--- config.mk ---
export PLATFORM = sky130hd
export DESIGN_NAME = axi4_m_rd_burst_gen
export DESIGN_NICKNAME = d
export VERILOG_FILES = /design/src/rtl/axi4_m_rd_pkg.sv /design/src/rtl/axi4_burst_len_calc.sv /design/src/rtl/axi4_m_rd_burst_gen.sv
export SDC_FILE = /design/constraint.sdc
export NUM_CORES = 1
export LEC_CHECK = 0
export BUFFER_PORTS_ARGS = -buffer_cell sky130_fd_sc_hd__buf_4
export CAP_MARGIN = 40
export CORE_MARGIN = 2
export CORE_UTILIZATION = 51
export DETAILED_ROUTE_END_ITERATION = 7
export GPL_TIMING_DRIVEN = 0
export PLACE_DENSITY_LB_ADDON = 0.15
export SLEW_MARGIN = 20
export SYNTH_ARGS = -nofsm -noshare
export SYNTH_HDL_FRONTEND = slang
export SYNTH_SLANG_ARGS = --single-unit
export TNS_END_PERCENT = 5
--- constraint.sdc ---
create_clock -name aclk -period 6.3 [get_ports aclk]
set_input_delay 0 -clock aclk [delete_from_list [all_inputs] [get_ports aclk]]
set_output_delay 0 -clock aclk [all_outputs]
set_load 0.02 [all_outputs]
--- src/rtl/axi4_m_rd_pkg.sv ---
// Shared types and constants for the AXI4 master read-side request engine.
//   BURST_INCR : ARBURST encoding for incrementing bursts
//   RESP_OKAY  : RRESP encoding for a clean beat
//   state_e    : command FSM states
//   size_of()  : ARSIZE encoding for a bus width given in bytes
package axi4_m_rd_pkg;

  localparam logic [1:0] BURST_INCR = 2'b01;
  localparam logic [1:0] RESP_OKAY  = 2'b00;

  typedef enum logic [1:0] {IDLE, RUN, DONE} state_e;

  function automatic logic [2:0] size_of(input int n);
    logic [2:0] s;
    s = '0;
    for (int i = 0; i < 8; i++)
      if ((1 << i) == n) s = 3'(i);
    return s;
  endfunction

endpackage

--- src/rtl/axi4_burst_len_calc.sv ---
// Combinational INCR burst length: the smallest of the beats still owed,
// MAX_LEN, and the beats left before the next 4 KB boundary.
//   addr      : low 12 bits of the next burst address (N-aligned)
//   remaining : beats still to be requested
//   len       : beats in the next burst (0 when remaining is 0)
module axi4_burst_len_calc #(
  parameter int N       = 8,
  parameter int MAX_LEN = 16
) (
  input  logic [11:0] addr,
  input  logic [15:0] remaining,
  output logic [8:0]  len
);
  localparam int SZ = $clog2(N);

  logic [12:0] to_bound;
  logic [15:0] l0, l1;

  always_comb begin
    // addr is N-aligned, so the byte distance divides exactly into beats
    to_bound = 13'(13'd4096 >> SZ) - 13'(addr >> SZ);
    l0  = (remaining < 16'(MAX_LEN)) ? remaining : 16'(MAX_LEN);
    l1  = (l0 < 16'(to_bound)) ? l0 : 16'(to_bound);
    len = 9'(l1);
  end

endmodule

--- src/rtl/axi4_m_rd_burst_gen.sv ---
// Block-read engine in front of the AXI4 master AR/R FIFO pair.
// One command (start address, beat count) is split into INCR bursts that
// respect MAX_LEN and the 4 KB rule, pushed into the AR FIFO with at most
// MAX_OUT outstanding; returned R beats are passed straight through to a
// valid/ready stream.
//   cmd_*        : command handshake (accepted only in IDLE)
//   ar_*         : AR FIFO write port and burst fields
//   r_*          : R FIFO read port and beat fields
//   out_*        : returned data stream, out_last on the command's last beat
//   busy/done/err: status; err is sticky until the next accepted command
module axi4_m_rd_burst_gen
  import axi4_m_rd_pkg::*;
#(
  parameter int A       = 32,
  parameter int N       = 8,
  parameter int I       = 1,
  parameter int ID      = 0,
  parameter int MAX_LEN = 16,
  parameter int MAX_OUT = 4
) (
  input  logic           aclk,
  input  logic           aresetn,
  input  logic           cmd_valid,
  output logic           cmd_ready,
  input  logic [A-1:0]   cmd_addr,
  input  logic [15:0]    cmd_beats,
  input  logic           ar_wr_full,
  output logic           ar_wr_en,
  output logic [A-1:0]   ar_araddr,
  output logic [7:0]     ar_arlen,
  output logic [2:0]     ar_arsize,
  output logic [1:0]     ar_arburst,
  output logic [I-1:0]   ar_arid,
  input  logic           r_rd_empty,
  output logic           r_rd_en,
  input  logic [8*N-1:0] r_rdata,
  input  logic [1:0]     r_rresp,
  input  logic           r_rlast,
  output logic           out_valid,
  input  logic           out_ready,
  output logic [8*N-1:0] out_data,
  output logic           out_last,
  output logic           busy,
  output logic           done,
  output logic           err
);
  localparam int          SZ   = $clog2(N);
  localparam int          OW   = $clog2(MAX_OUT + 1);
  localparam logic [2:0]  SIZE = size_of(N);

  state_e          state, state_nxt;
  logic [A-1:0]    addr_q;
  logic [15:0]     remaining, rx_cnt, beats_q;
  logic [OW-1:0]   outstanding;
  logic            err_q;
  logic [8:0]      len;
  logic            accept, push, pop;

  axi4_burst_len_calc #(.N(N), .MAX_LEN(MAX_LEN)) u_len (
    .addr      (addr_q[11:0]),
    .remaining (remaining),
    .len       (len)
  );

  // data side is a zero-latency pass-through of the R FIFO head
  assign busy      = (state != IDLE);
  assign out_valid = busy & ~r_rd_empty;
  assign out_data  = r_rdata;
  assign pop       = out_valid & out_ready;
  assign r_rd_en   = pop;
  assign out_last  = out_valid & (rx_cnt == beats_q - 16'd1);
  assign err       = err_q;

  // AR fields come straight from registered state, so they are settled
  // whenever ar_wr_en is raised
  assign ar_wr_en   = push;
  assign ar_araddr  = addr_q;
  assign ar_arlen   = 8'(len - 9'd1);
  assign ar_arsize  = SIZE;
  assign ar_arburst = BURST_INCR;
  assign ar_arid    = I'(ID);

  always_ff @(posedge aclk or negedge aresetn) begin
    if (!aresetn) state <= IDLE;
    else          state <= state_nxt;
  end

  always_comb begin
    state_nxt = state;
    cmd_ready = 1'b0;
    accept    = 1'b0;
    push      = 1'b0;
    done      = 1'b0;
    case (state)
      IDLE: begin
        cmd_ready = 1'b1;
        accept    = cmd_valid;
        if (cmd_valid) state_nxt = (cmd_beats == 16'd0) ? DONE : RUN;
      end
      RUN: begin
        push = (remaining != 16'd0) & ~ar_wr_full & (outstanding < OW'(MAX_OUT));
        // completion follows the beat count, not r_rlast
        if (out_last & out_ready) state_nxt = DONE;
      end
      DONE: begin
        done      = 1'b1;
        state_nxt = IDLE;
      end
      default: state_nxt = IDLE;
    endcase
  end

  always_ff @(posedge aclk or negedge aresetn) begin
    if (!aresetn) begin
      addr_q      <= '0;
      remaining   <= '0;
      beats_q     <= '0;
      rx_cnt      <= '0;
      outstanding <= '0;
      err_q       <= 1'b0;
    end else if (accept) begin
      addr_q      <= cmd_addr & ~A'(N - 1);
      remaining   <= cmd_beats;
      beats_q     <= cmd_beats;
      rx_cnt      <= '0;
      outstanding <= '0;
      err_q       <= 1'b0;
    end else begin
      if (push) begin
        addr_q    <= addr_q + (A'(len) << SZ);
        remaining <= remaining - 16'(len);
      end
      if (pop) begin
        rx_cnt <= rx_cnt + 16'd1;
        if (r_rresp != RESP_OKAY) err_q <= 1'b1;
      end
      // a push and a burst-closing pop in one cycle cancel out
      case ({push, pop & r_rlast})
        2'b10:   outstanding <= outstanding + OW'(1);
        2'b01:   outstanding <= outstanding - OW'(1);
        default: ;
      endcase
    end
  end

endmodule

# Word-level counts from Yosys, hierarchy flattened
# Index checks and enable logic that the tools add are counted.
[word_totals]
wordCells = 66
out_inout_bits = 118
register_bits = 86
[op_classes]
order_cmp = 3
reduce_logical = 11
eq_ne = 7
n_addsub = 8
n_mux = 21
n_bitwise = 9
[ops]
columns = ["operator", "count"]
rows = [
  ["2-to-1 mux 16 bit", 5],
  ["2-to-1 mux 32 bit", 2],
  ["adder 32 x 12 -> 32 bit", 1],
  ["adder 16 x 1 -> 16 bit, second input constant", 1],
  ["== test 16 bit", 1],
  ["logical NOT 16 bit", 1],
  ["less-than comparator 16 x 13 -> 1 bit", 1],
  ["less-than comparator 16 x 5 -> 1 bit, second input constant", 1],
  ["nonzero test 16 bit", 1],
  ["subtractor 16 x 1 -> 16 bit, second input constant", 1],
  ["subtractor 16 x 9 -> 16 bit", 1],
  ["subtractor 10 x 9 -> 11 bit, first input constant", 1],
  ["nonzero test 2 bit", 5],
  ["2-to-1 mux 9 bit", 1],
  ["subtractor 8 x 1 -> 8 bit, second input constant", 1],
  ["bitwise AND 1 bit", 7],
  ["2-to-1 mux 1 bit", 7],
  ["2-to-1 mux 2 bit", 3],
  ["one-hot mux 3 bit (2 select lines)", 1],
  ["== test 2 x 1 -> 1 bit, second input constant", 2],
  ["== test 2 bit, second input constant", 2],
  ["inequality test 2 bit, second input constant", 2],
  ["one-hot mux 2 bit (2 select lines)", 1],
  ["AND reduction 2 bit", 2],
  ["7 further kinds", 8],
]

# Longest topological paths before layout
[depth]
word_depth = 7
depth_mapped = 27
depth_no_buf = 24

# By module
# A second synthesis with hierarchy kept.
[hier_totals]
hier_cells = 772
area_unflattened_um2 = 6458.7
[modules_own_cells]
columns = ["mod", "seq_area_each_um2", "area_each_um2", "instances", "cells_per_inst"]
rows = [
  ["axi4_m_rd_burst_gen", 2077.0, 5941.9, 1, 705],
  ["axi4_burst_len_calc", 0.0, 516.7, 1, 67],
]

# Worst setup path after synthesis
# Ideal clock, no wire load.
[synth_timing]
path_kind = "register -> register"
startpoint = "reg remaining[12]"
endpoint = "reg remaining[12]"
path_slack_ns = 0.834
required_ns = 6.213
t_arrival_ns = 5.379
path_stages_with_launch = 23
cell_sequence = "dfrtp_1 -> or4_4 -> or3_4 -> nor4_4 -> nand2_1 -> inv_1 -> ha_1 -> nor2b_1 -> o211ai_1 -> o2bb2ai_1 -> nand2b_1 -> a21o_4 -> buf_4 -> o21ai_0 -> inv_1 -> fa_1 -> a21o_1 -> a21oi_1 -> nor2_1 -> o221ai_1 -> a31oi_2 -> or4_1 -> o211ai_1"
[synth_between]
elab_chain_cells = 7
elab_cells_between_ends = 12
cone_classes = "add/sub: 1; order compare: 2; mux: 5; bitwise: 2; reduce/logical: 2"
[synth_lines]
columns = ["element", "line", "rtl"]
rows = [
  ["start, declared", "axi4_m_rd_burst_gen.sv:53", "logic [15:0] remaining, rx_cnt, beats_q;"],
  ["start signal, assigned", "axi4_m_rd_burst_gen.sv:123", "remaining <= cmd_beats;"],
  ["start signal, assigned", "axi4_m_rd_burst_gen.sv:131", "remaining <= remaining - 16'(len);"],
  ["less-than comparator 16 x 5 -> 1 bit", "axi4_burst_len_calc.sv:22", "l0 = (remaining < 16'(MAX_LEN)) ? remaining : 16'(MAX_LEN);"],
  ["2-to-1 mux 16 bit", "axi4_burst_len_calc.sv:22", ""],
  ["less-than comparator 16 x 13 -> 1 bit", "axi4_burst_len_calc.sv:23", "l1 = (l0 < 16'(to_bound)) ? l0 : 16'(to_bound);"],
  ["2-to-1 mux 9 bit", "axi4_burst_len_calc.sv:23", ""],
  ["subtractor 16 x 9 -> 16 bit", "axi4_m_rd_burst_gen.sv:131", ""],
  ["2-to-1 mux 16 bit", "axi4_m_rd_burst_gen.sv:129", "if (push) begin"],
  ["2-to-1 mux 16 bit", "axi4_m_rd_burst_gen.sv:121", "end else if (accept) begin"],
]
# Several ways; a longest one is shown, not always the timed one. The select of a mux whose other input is x is not followed.
# A chain may end at the register's enable or synchronous reset.

# Final worst setup path
# Same ends and word-level chain as after synthesis.

==> summary.txt <==
Die
  • Die area: between 0.01 and 0.015 mm2
  • Std-Cell Rows: 40
  • Starting Density: 0.529
  • Die H: 116 um
  • Ports: between 200 and 250
  • Die X: ~120 um
  • Core ar.: around 0.012 mm2

Power and ir drop
  • Gate power share: 0.586
  • PwrDens: 374 mW/mm2
  • Highest ir drop seen on vdd: 0.000273 V
  • Leakage power: between 4 and 5 nW
  • Sequential share of power: 0.242
  • Sw Ratio: 0.437
  • NetSw: around 0.0014 W
  • Clock power share: 0.171
  • PnR Total Power: between 0.003 and 0.004 W
  • Internal power: roughly 0.0018 W

Cells and area
  • Final nets: ~1200
  • Syn-to-layout area delta: 36.6%
  • Most common cell after layout, fill and taps aside: buf_4
  • Most frequent cells in the layout: buf_4 (243), nand2_1 (107), dfrtp_1 (83), nor2_1 (55), dlygate4sd3_1 (50)
  • FILL cells: approximately 990
  • Antenna cells: 0
  • Share of cells above drive strength 1: 0.282
  • Final std cells w/o fill: approximately 1200

Timing
  • Max-Slew Margin vs Limit: 0.495
  • Worst-margin pin slew: 0.750 ns
  • Worst setup margin: 0.382 ns
  • Final min period: roughly 5.9 ns
  • Fmax: about 0.17 GHz
  • Minimum hold slack: around 0.10 ns
  • Period Utilization, post-route: 0.939
  • Final Skew: slightly below 0.01 ns
  • Final hold viol count: 0
  • Max-slew violation count: 0
  • Endpoints failing setup: 0
  • Fin Setup TNS: 0 ns

Logic synthesis
  • Number of enable flip-flop cells after synthesis: 0
  • Yosys reg bits: 83
  • Synth Flop Type: dfrtp_1
  • Cells after Synth: between 700 and 800
  • Syn Std Cell Area: between 0.006 and 0.007 mm2
  • Ys async rst share: 1.00
  • Synthesized area per cell: 8.37 um2
  • Syn. warnings: 0
  • Post-synthesis sequential area ratio: 0.324
  • Distinct cell type count after synthesis: 68

Worst setup path
  • WP data arrival: 6.18 ns
  • Crit-path max cell delay: between 0.5 and 0.6 ns
  • Startpoint types: flop
  • CP delay by family, top: compound AO/OA/AOI/OAI gates
  • CP endpoint kind: flop
  • CP Buf/Inv Count: 4
  • Crit-path slowest cell: or4_4
  • Crit path cell chain: or4_4, or3_4, nor4_4, buf_4, nand2_1, inv_1, ha_1, nor2b_1, o211ai_1, o2bb2ai_1, nand2b_1, a21o_4, buf_4, o21ai_0, inv_1, fa_1, a21o_1, a21oi_1, nor2_1, o221ai_1, a31oi_2, or4_1, o211ai_1
  • WS Path Type: flop to flop
  • CP Max Fanout: 10
  • CP Data Required Time: between 6 and 7 ns

CTS
  • CTS Buf Count: 9
  • Clk_lat worst skew: between 0.3 and 0.4 ns
  • Root Buffer Master: clkbuf_16
  • Clk sink count: 83
  • Reg clk slew, reported paths: 0.07 ns
  • CTS tree: built
  • Bufs on Longest Clock Path: 2
  • Htree depth: 3

Global routing
  • Largest net degree at the start of global routing: a little over 50
  • Vias in the first global route: between 6000 and 7000
  • GRT Total Usage: 0.273
  • First-pass GRT wire length: between 20000 and 30000 um
  • Initial antenna violation count: 0
  • Total gr overflow: 0

Drt
  • First-pass DRT Iterations: 7
  • Detailed-route wire length: roughly 18000 um
  • Residual DRC: 0
  • Post-route ant nets: 0
  • WL/cell: between 15 and 20 um
  • Initial drt markers: between 400 and 500
  • Vias: between 6000 and 7000
  • Post-DR vias/cell: between 5 and 6

Min path
  • Hold WC Path Type: input pin to flop

Place
  • Placed insts: 1108
  • Setup WS pre-CTS: 0.0417 ns
  • Port buffer count: around 160
  • HPWL Detailed: between 10000 and 15000 um
  • Routability cong.: roughly 0.9

Status
  • Status: completed

Flow run
  • Max Cap Viol: 0
==> worst min-delay path: stages <==
cell and delay (ns):
buf_4 0.12, nand3_2 0.08, o21ai_2 0.06, xnor2_1 0.13, nor2_1 0.04
==> cells by family after synthesis <==
family | after synthesis | share of synthesized area
compound gates | 151 | 0.162
xor+xnor | 69 | 0.0944
simple gates | 282 | 0.210
flops | 83 | 0.324
mux | 5 | 0.00840
fa+ha+maj | 34 | 0.0696
other cells | 2 | 0.00117
buf+inv | 139 | 0.130
==> per-layer routing <==
layer	GRT usage	share of wire	vias up
met5	0	0	-
met4	0.0857	0.015	0
met3	0.0586	0.082	30
met2	0.455	0.49	279
met1	0.355	0.41	2960
li1	-	-	3066
==> cell usage after synthesis, drive strengths merged (3+ instances only) <==
library cell / number / area (um2)
nand4: 11 / 68.8
and3: 10 / 62.6
or2: 4 / 25.0
o211ai: 14 / 105
dfrtp: 83 / 2080
nand3: 30 / 155
o311ai: 9 / 78.8
nand2: 107 / 402
buf: 84 / 623
o21bai: 5 / 37.5
o22ai: 5 / 31.3
clkbuf: 15 / 56.3
a21o: 12 / 97.6
nor4: 14 / 103
or4: 7 / 56.3
a31oi: 8 / 56.3
mux2i: 5 / 53.8
inv: 40 / 153
a221o: 3 / 30.0
o21ai: 37 / 204
a22oi: 7 / 52.6
ha: 30 / 375
nor3: 16 / 80.1
xnor2: 36 / 315
fa: 3 / 60.1
nand2b: 3 / 18.8
nor2: 56 / 213
and2: 5 / 31.3
nor2b: 7 / 43.8
a21oi: 30 / 150
or3: 8 / 55.1
xor2: 33 / 289
==> power by group through the flow <==
stage	Clock (W)	Sequential, W	Combinational, W
finish	0.000560	0.000793	0.00192
global route	0.000593	0.000813	0.00212
CTS	0.000562	0.000789	0.00191
detailed placement	0	0.000795	0.00188
global placement	0	0.000796	0.00185
floorplan	0	0.000800	0.00135
==> registers in the layout (all words and copies together), names as in the netlist <==
register     cells
ar_araddr       29
beats_q         16
remaining       16
rx_cnt          16
outstanding      3
state            2
err              1
==> worst paths after layout <==
check	start	endpoint	slack, ns	cells after the start
max	remaining[12]$_DFFE_PN0P_	remaining[12]$_DFFE_PN0P_	0.38	23
min	r_rlast	outstanding[2]$_DFFE_PN0P_	0.10	5
max reg2reg	remaining[12]$_DFFE_PN0P_	remaining[12]$_DFFE_PN0P_	0.38	23
min reg2reg	beats_q[15]$_DFFE_PN0P_	beats_q[15]$_DFFE_PN0P_	0.51	2
max in group asynchronous	aresetn	ar_araddr[20]$_DFFE_PN0P_	5.51	3
min in group asynchronous	aresetn	rx_cnt[4]$_DFFE_PN0P_	0.18	2
==> stage by stage <==
step | cell area, um2 | utilization
global placement | 7870 | 0.650
CTS | 8710 | 0.720
detailed placement | 7900 | 0.652
floorplan | 6450 | -
finish | 8740 | 0.722
global route | 8740 | 0.722
==> cell type report <==
class | instances | area (um2) | area share
Multi-Input combinational cell | 555 | 3540 | 0.404
Sequential cell | 83 | 2080 | 0.238
Timing Repair Buffer | 217 | 1770 | 0.203
Buffer | 99 | 679 | 0.0777
Clock buffer | 11 | 253 | 0.0289
Tap cell | 168 | 210 | 0.0240
Inverter | 40 | 153 | 0.0175
Clock inverter | 5 | 61.3 | 0.00701
==> repair_timing <==
| item | in CTS | in global routing |
|---|---|---|
| gates resized for setup | 0 | 1 |
| hold endpoints to repair | 96 | 0 |
| setup buffers | 0 | 4 |
| setup endpoints to repair | 0 | 26 |
| hold buffers | 50 | 0 |
No activity file was read; power rests on OpenSTA's default activity.
